--- src/rtl/crc8_pkg.sv ---
// rtl/crc8_pkg.sv - shared states and CRC-8 constants for the engine arbiter
`timescale 1ns/1ps
package crc8_pkg;

    typedef enum logic [2:0] {
        IDLE,
        FEED,
        WAIT,
        RESULT,
        CLEAR,
        CLRW
    } state_t;

    localparam logic [7:0] CRC8_POLY_REFL = 8'h8C;
    localparam logic [7:0] CRC8_INIT      = 8'h00;
    localparam int         CRC8_ENG_LAT   = 8;

    // One LSB-first step of the reflected CRC-8, as the engine does per bit.
    function automatic logic [7:0] crc8_bit_step(input logic [7:0] crc);
        return crc[0] ? ((crc >> 1) ^ CRC8_POLY_REFL) : (crc >> 1);
    endfunction

endpackage

--- src/rtl/rr_arbiter.sv ---
// rtl/rr_arbiter.sv - combinational round-robin pick starting at a pointer
`timescale 1ns/1ps
module rr_arbiter #(
    parameter  int N_REQ = 2,
    localparam int IDX_W = $clog2(N_REQ)
) (
    input  logic [N_REQ-1:0] req,
    input  logic [IDX_W-1:0] ptr,
    output logic             found,
    output logic [IDX_W-1:0] idx
);

    logic [IDX_W-1:0] k;

    // Scan from the farthest candidate back to ptr so the nearest one wins.
    always_comb begin
        found = 1'b0;
        idx   = '0;
        k     = '0;
        for (int i = N_REQ - 1; i >= 0; i--) begin
            k = IDX_W'((int'(ptr) + i) % N_REQ);
            if (req[k]) begin
                found = 1'b1;
                idx   = k;
            end
        end
    end

endmodule

--- src/rtl/crc8_arb_ctrl.sv ---
// rtl/crc8_arb_ctrl.sv - round-robin sequencer sharing one bit-serial CRC-8 engine
`timescale 1ns/1ps
module crc8_arb_ctrl
    import crc8_pkg::*;
#(
    parameter int N_REQ   = 2,
    parameter int ENG_LAT = CRC8_ENG_LAT
) (
    input  logic                 clk_i,
    input  logic                 rst_i,
    input  logic [N_REQ-1:0]     req_valid_i,
    input  logic [N_REQ*8-1:0]   req_data_i,
    input  logic [N_REQ-1:0]     req_last_i,
    output logic [N_REQ-1:0]     req_ready_o,
    output logic [N_REQ-1:0]     res_valid_o,
    output logic [7:0]           res_crc_o,
    input  logic [N_REQ-1:0]     res_ready_i,
    output logic [N_REQ-1:0]     grant_o,
    output logic                 busy_o,
    output logic [7:0]           eng_din_o,
    output logic                 eng_valid_o,
    output logic                 eng_rd_o,
    input  logic [7:0]           eng_crc_i
);

    localparam int IDX_W = $clog2(N_REQ);
    localparam int CNT_W = $clog2(ENG_LAT + 1);

    state_t           state_q, state_d;
    logic [IDX_W-1:0] g_q, g_d;
    logic [IDX_W-1:0] rr_q, rr_d;
    logic [CNT_W-1:0] cnt_q, cnt_d;
    logic             last_q, last_d;
    logic             cap_q, cap_d;
    logic [7:0]       crc_q, crc_d;

    logic             arb_found;
    logic [IDX_W-1:0] arb_idx;
    logic [7:0]       data_arr [N_REQ];

    rr_arbiter #(.N_REQ(N_REQ)) u_arb (
        .req   (req_valid_i),
        .ptr   (rr_q),
        .found (arb_found),
        .idx   (arb_idx)
    );

    always_comb begin
        for (int r = 0; r < N_REQ; r++) begin
            data_arr[r] = req_data_i[8*r +: 8];
        end
    end

    always_ff @(posedge clk_i) begin
        if (rst_i) begin
            state_q <= IDLE;
            g_q     <= '0;
            rr_q    <= '0;
            cnt_q   <= '0;
            last_q  <= 1'b0;
            cap_q   <= 1'b0;
            crc_q   <= CRC8_INIT;
        end else begin
            state_q <= state_d;
            g_q     <= g_d;
            rr_q    <= rr_d;
            cnt_q   <= cnt_d;
            last_q  <= last_d;
            cap_q   <= cap_d;
            crc_q   <= crc_d;
        end
    end

    always_comb begin
        state_d     = state_q;
        g_d         = g_q;
        rr_d        = rr_q;
        cnt_d       = cnt_q;
        last_d      = last_q;
        cap_d       = cap_q;
        crc_d       = crc_q;
        req_ready_o = '0;
        res_valid_o = '0;
        res_crc_o   = crc_q;
        eng_din_o   = '0;
        eng_valid_o = 1'b0;
        eng_rd_o    = 1'b0;
        busy_o      = (state_q != IDLE);
        grant_o     = '0;
        if (state_q != IDLE) begin
            grant_o[g_q] = 1'b1;
        end

        case (state_q)
            IDLE: begin
                if (arb_found) begin
                    g_d     = arb_idx;
                    state_d = FEED;
                end
            end
            FEED: begin
                if (req_valid_i[g_q]) begin
                    eng_din_o        = data_arr[g_q];
                    eng_valid_o      = 1'b1;
                    req_ready_o[g_q] = 1'b1;
                    cnt_d            = CNT_W'(ENG_LAT - 1);
                    last_d           = req_last_i[g_q];
                    cap_d            = 1'b0;
                    state_d          = WAIT;
                end
            end
            WAIT: begin
                // After the last byte, one extra cycle lets the engine's
                // updated register become visible before it is captured.
                if (cap_q) begin
                    crc_d   = eng_crc_i;
                    cap_d   = 1'b0;
                    state_d = RESULT;
                end else if (cnt_q == '0) begin
                    if (last_q) begin
                        cap_d = 1'b1;
                    end else begin
                        state_d = FEED;
                    end
                end else begin
                    cnt_d = cnt_q - 1'b1;
                end
            end
            RESULT: begin
                res_valid_o[g_q] = 1'b1;
                if (res_ready_i[g_q]) begin
                    state_d = CLEAR;
                end
            end
            CLEAR: begin
                eng_rd_o = 1'b1;
                state_d  = CLRW;
                if (g_q == IDX_W'(N_REQ - 1)) begin
                    rr_d = '0;
                end else begin
                    rr_d = g_q + 1'b1;
                end
            end
            CLRW: begin
                state_d = IDLE;
            end
            default: begin
                state_d = IDLE;
            end
        endcase
    end

endmodule

--- config.mk ---
export PLATFORM = sky130hd
export DESIGN_NAME = crc8_arb_ctrl
export DESIGN_NICKNAME = d
export VERILOG_FILES = /design/src/rtl/crc8_pkg.sv /design/src/rtl/rr_arbiter.sv /design/src/rtl/crc8_arb_ctrl.sv
export SDC_FILE = /design/constraint.sdc
export NUM_CORES = 1
export LEC_CHECK = 0
export ABC_AREA = 1
export ABC_CLOCK_PERIOD_IN_PS = 1500
export BUFFER_PORTS_ARGS = -buffer_cell sky130_fd_sc_hd__clkbuf_2
export CAP_MARGIN = 15
export CORE_MARGIN = 1
export CORE_UTILIZATION = 41
export DETAILED_ROUTE_END_ITERATION = 8
export MAX_ROUTING_LAYER = met4
export PLACE_DENSITY = 0.75
export SLEW_MARGIN = 20
export SYNTH_ARGS = -nofsm -noshare
export SYNTH_HDL_FRONTEND = slang
export SYNTH_SLANG_ARGS = --single-unit
--- constraint.sdc ---
create_clock -name clk_i -period 1.5 [get_ports clk_i]
set_clock_uncertainty 0.2 [all_clocks]
set_input_delay 0.45 -clock clk_i [delete_from_list [all_inputs] [get_ports clk_i]]
set_output_delay 0.45 -clock clk_i [all_outputs]
set_load 0.005 [all_outputs]
* Yosys cells after proc, flatten, opt, wreduce, memory -nomap -nowiden
Cells that the tools add are included.
** Storage, ports and cells
- Output and inout bits :: 25
- Bits in registers :: 19
- Input bits :: 32
** Cells by class
- Equality and inequality tests :: 11
- $add $sub $neg :: 3
- Order comparisons :: 5
- Reductions and logical operators :: 11
- Bitwise gates (word level) :: 1
- Mux-type cells :: 45
** Operator list (number)
- $mux W8 :: 5
- $mux W1 :: 23
- $mux W3 :: 6
- $pmux W3 S5 :: 1
- $mux W4 :: 3
- $ne A2 B2 Y1 const B :: 5
- $mux W2 :: 4
- $pmux W4 S2 :: 1
- $reduce_and A2 Y1 :: 4
- $eq A3 B2 Y1 const B :: 2
- $lt A1 B2 Y1 const B :: 3
- $ne A3 B3 Y1 const B :: 2
- $reduce_and A5 Y1 :: 1
- $logic_not A4 Y1 :: 1
- $reduce_and A4 Y1 :: 1
- $sub A4 B1 Y4 const B :: 1
- $eq A3 B1 Y1 const B :: 1
- $eq A3 B3 Y1 const B :: 1
- $logic_not A3 Y1 :: 1
- $reduce_bool A3 Y1 :: 1
- $add A1 B1 Y1 const B :: 2
- $ge A2 B2 Y1 const B :: 1
- $not A1 Y2 :: 1
- $pmux W1 S2 :: 1
- other kinds (4) :: 4

* Depth between registers and ports, before layout
- Word-level depth :: 7
- Depth in mapped cells :: 10
- Depth with buffers taken out :: 9

* Cells and area by module
From an unflattened synthesis, not the netlist that was laid out.
** Unflattened totals
- Cells, all modules :: 170
- Area total of the unflattened synthesis :: 1092.3 um2
** By module, submodules not included
- crc8_arb_ctrl :: cells an instance 166, area an instance 1073.5 um2, times used 1
- rr_arbiter :: cells an instance 4, area an instance 18.8 um2, times used 1

* Worst setup path before layout
No wires, ideal clock.
- Kind :: flip-flop to output port
- From :: register g_q
- To :: output eng_din_o[0]
- Setup slack :: -0.150 ns
- Data required time :: 0.850 ns
- Stages on the path, launching flop included :: 6
- Data arrival time :: 1.000 ns
- Cell sequence :: dfxtp_1 -> buf_6 -> inv_1 -> clkbuf_1 -> nand2_1 -> a21oi_1
** Between the ends
- Word-level cells in the longest chain between the ends :: 6
- Elaborated cells between the ends (all ways) :: 8
** Ends and longest elaborated chain
- start: declaration :: line crc8_arb_ctrl.sv:30 : logic [IDX_W-1:0] g_q, g_d;
- start signal: assignment :: line crc8_arb_ctrl.sv:65 : g_q <= g_d;
- $not A1 Y2 (not written as such) :: line crc8_arb_ctrl.sv:103 : eng_din_o = data_arr[g_q];
- $mux W8 (not written as such) (3 in series) :: line crc8_arb_ctrl.sv:103
- $mux W8 * :: line crc8_arb_ctrl.sv:102 : if (req_valid_i[g_q]) begin
- $mux W8 * :: line crc8_arb_ctrl.sv:94 : case (state_q)
- end: declaration :: line crc8_arb_ctrl.sv:20 : output logic [7:0] eng_din_o,
Mark *: on every way between the ends. The rest lies on a longest branch, timed or not. The select of a mux whose other input is x is not followed.

* Final worst setup path
Ends and elaborated chain as after synthesis.

==> results.txt <==
# rows - 18
Final Non-Filler Cells - 315
Critical Setup Path Class - register to output pin
core region area - 2570 sq um
PD cells - 1360 nW/um^2
number of hold violations in the final report - 0
synthesized area per cell - 6.20 sq um
EDFF count, synth - 0
Final #Nets - 319
Tot Pwr - 0.00292 W
DRT Wirelength - 4070 um
Initial Util - 45.1%
fillcell total - 159
failing checks - negative setup slack
crit end category - output pin
port bufs - 56
Antenna diodes - 0
Max Cap Viol - 0
first drt pass iteration count - 4
vias in the first global route - 1337
total number of vias - 1580
Sink Count - 19
sequential share of the synthesized area - 32.8%
Clock Tree Buf Depth - 2
hold_buf cts - 0
TritonCTS clock tree - done
H-tree depth - 1
count leader, synth - nand2_1
maximum fanout along the worst path - 7
dpl cells - 299
P&R area growth vs syn - 85.5%
crit-path max cell delay - 0.39 ns
GRT overflow - 0
unrepaired setup endpoints after global routing - true
maximum VDD drop - 1.18 mV
static leakage - 1.07 nW
synthesized flop and latch total - 19
Yosys Warn Count - 0
Arr. time, crit path - 1.40 ns
DRC viols - 0
critical path buffer and inverter count - 4
post-synthesis cell count - 187
post-synth cell types - 24
crit-path leading delay family - buffers and inverters
initial antenna violation count - 0
Syn Nets - 220
cell taking the most area after synthesis - dfxtp_1
Final WS setup - -0.547 ns
io pins - 57
largest net degree at the start of global routing - 13
CTS buffer count - 3
Die Height - 55.2 um
ranking of synthesized cells by area - dfxtp_1, nand2_1, nor2_1
Tightest Pin Transition - 0.441 ns
Post-synth top cells - nand2_1, nor2_1, dfxtp_1
layout cells sized above 1 - 60.0%
worst hold slack - 0.148 ns
Clk Latency, worst-skew pair - 0.30 ns
max-slew violation count - 0
Critical Path RT - 0.85 ns
chip width - 55.2 um
Worst setup SP type - register
clock root buffer - clkbuf_4
top cell type's share of synthesized area - 32.8%
status - complete, but fails checks
first-pass GRT wire length - 5700 um
gpl congestion - 0.809
fraction of registers with async set/reset - 0%
Main synth FF type - dfxtp_1
Max Freq - 0.489 GHz
clock slew at reported path FFs - 0.11 ns
most frequent CP cell - buf_6
WL per Instance - 12.9 um
HP Class - input port to register
post-route minimum period - 2.05 ns
Period Utilization, post-route - 136%
All-Layer GR Usage - 27.2%
die area - 3040 sq um
Slew headroom - 70.6%
CP cell instances - buf_6 > buf_8 > buf_6 > nand2_1 > a21oi_2 > buf_2
Mapped Area - 1160 sq um
via density per instance - 5.02
number of DRC markers in iteration 0 - 37
setup violators final - 33
DP HPWL - 2580 um
Final ANT Viol Nets - 0
Worst path slowest cell - dfxtp_4
## layer usage
layer  vias to the layer above  global-route usage [%]  routed length [um]
met3                        11                    1.64                 161
met1                       725                    32.3                1630
met5                         -                       -                   0
met4                         0                    7.50                 117
li1                        791                       -                   -
met2                        53                    49.4                2160
## final timing paths
check,start,end,slack (ns),cells after the start
setup / recovery,g_q,eng_din_o[0],-0.55,6
hold / removal,eng_crc_i[0],res_crc_o[0],0.15,3
setup reg to reg,g_q,cnt_q[0],-0.18,11
hold reg to reg,cap_q,cap_q,0.29,2
## what timing repair did
action                                  in CTS  in global routing
endpoints found under the setup margin      24                 34
cloned                                       1                  1
pin swaps                                    2                 25
resized for setup                           23                 78
buffers inserted                             6                  7
## final cells by class
type	instances	area, sq um	share of cell area [%]
repair buffers	97	652	30.3
multi-input cells	143	908	42.3
clock buffers	4	26.3	1.22
flip-flops and latches	19	393	18.3
inverters	21	121	5.65
well taps	30	37.5	1.75
repair inverters	1	11.3	0.524
## logic make-up (layout without fill, tap and decap cells)
group | count (synthesis) | after routing | synth area share [%]
fa+ha+maj | 1 | 1 | 1.08
xor+xnor | 1 | 1 | 0.756
simple gates | 109 | 110 | 41.3
flops | 19 | 19 | 32.8
compound gates | 31 | 31 | 14.0
buf+inv | 26 | 123 | 10.0
## worst min-delay path, stage by stage
cell and delay [ns]:
clkbuf_2 0.07, nor2_1 0.04, nor2_1 0.07
## placed cells by master, fill, tap and decap left out, types with 2 or more instances in the layout
cell type and instances:
a21oi_1 3, a21oi_2 9, buf_2 10, buf_4 29, buf_6 11, clkbuf_2 45
clkbuf_4 3, clkinv_8 2, dfxtp_1 15, dfxtp_4 3, inv_1 13, inv_2 3
inv_4 2, nand2_1 33, nand2_2 14, nand2_4 4, nand3_1 7, nand3_2 2
nand3_4 3, nor2_1 30, nor2_2 5, nor2_4 9, o21ai_0 3, o21ai_1 3
o21ai_2 9
## flip-flops by register name, indices dropped and copies added, names as in the netlist
signal and count:
g_q 1, cnt_q 4, last_q 1, state_q 3
res_crc_o 8, rr_q 1, cap_q 1
## report_power, final
group | internal [W] | total [W] | switching (W) | leakage [nW]
clock | 0.000104 | 0.000267 | 0.000163 | 0.0150
sequential | 0.000592 | 0.000654 | 0.0000618 | 0.157
combinational | 0.000957 | 0.00200 | 0.00105 | 0.896
## metrics by stage
step / instance area [sq um] / utilization [%] / setup WS [ns] / TNS [ns]
floorplan: 1230 / - / -0.0332 / -0.266
global placement: 1750 / 68.1 / -0.354 / -4.91
detailed placement: 1750 / 68.1 / -0.385 / -5.23
CTS: 1900 / 73.9 / -0.510 / -7.47
global route: 2150 / 83.7 / -0.593 / -10.75
finish: 2150 / 83.7 / -0.547 / -8.90
Power figures use the tool's default switching activity.
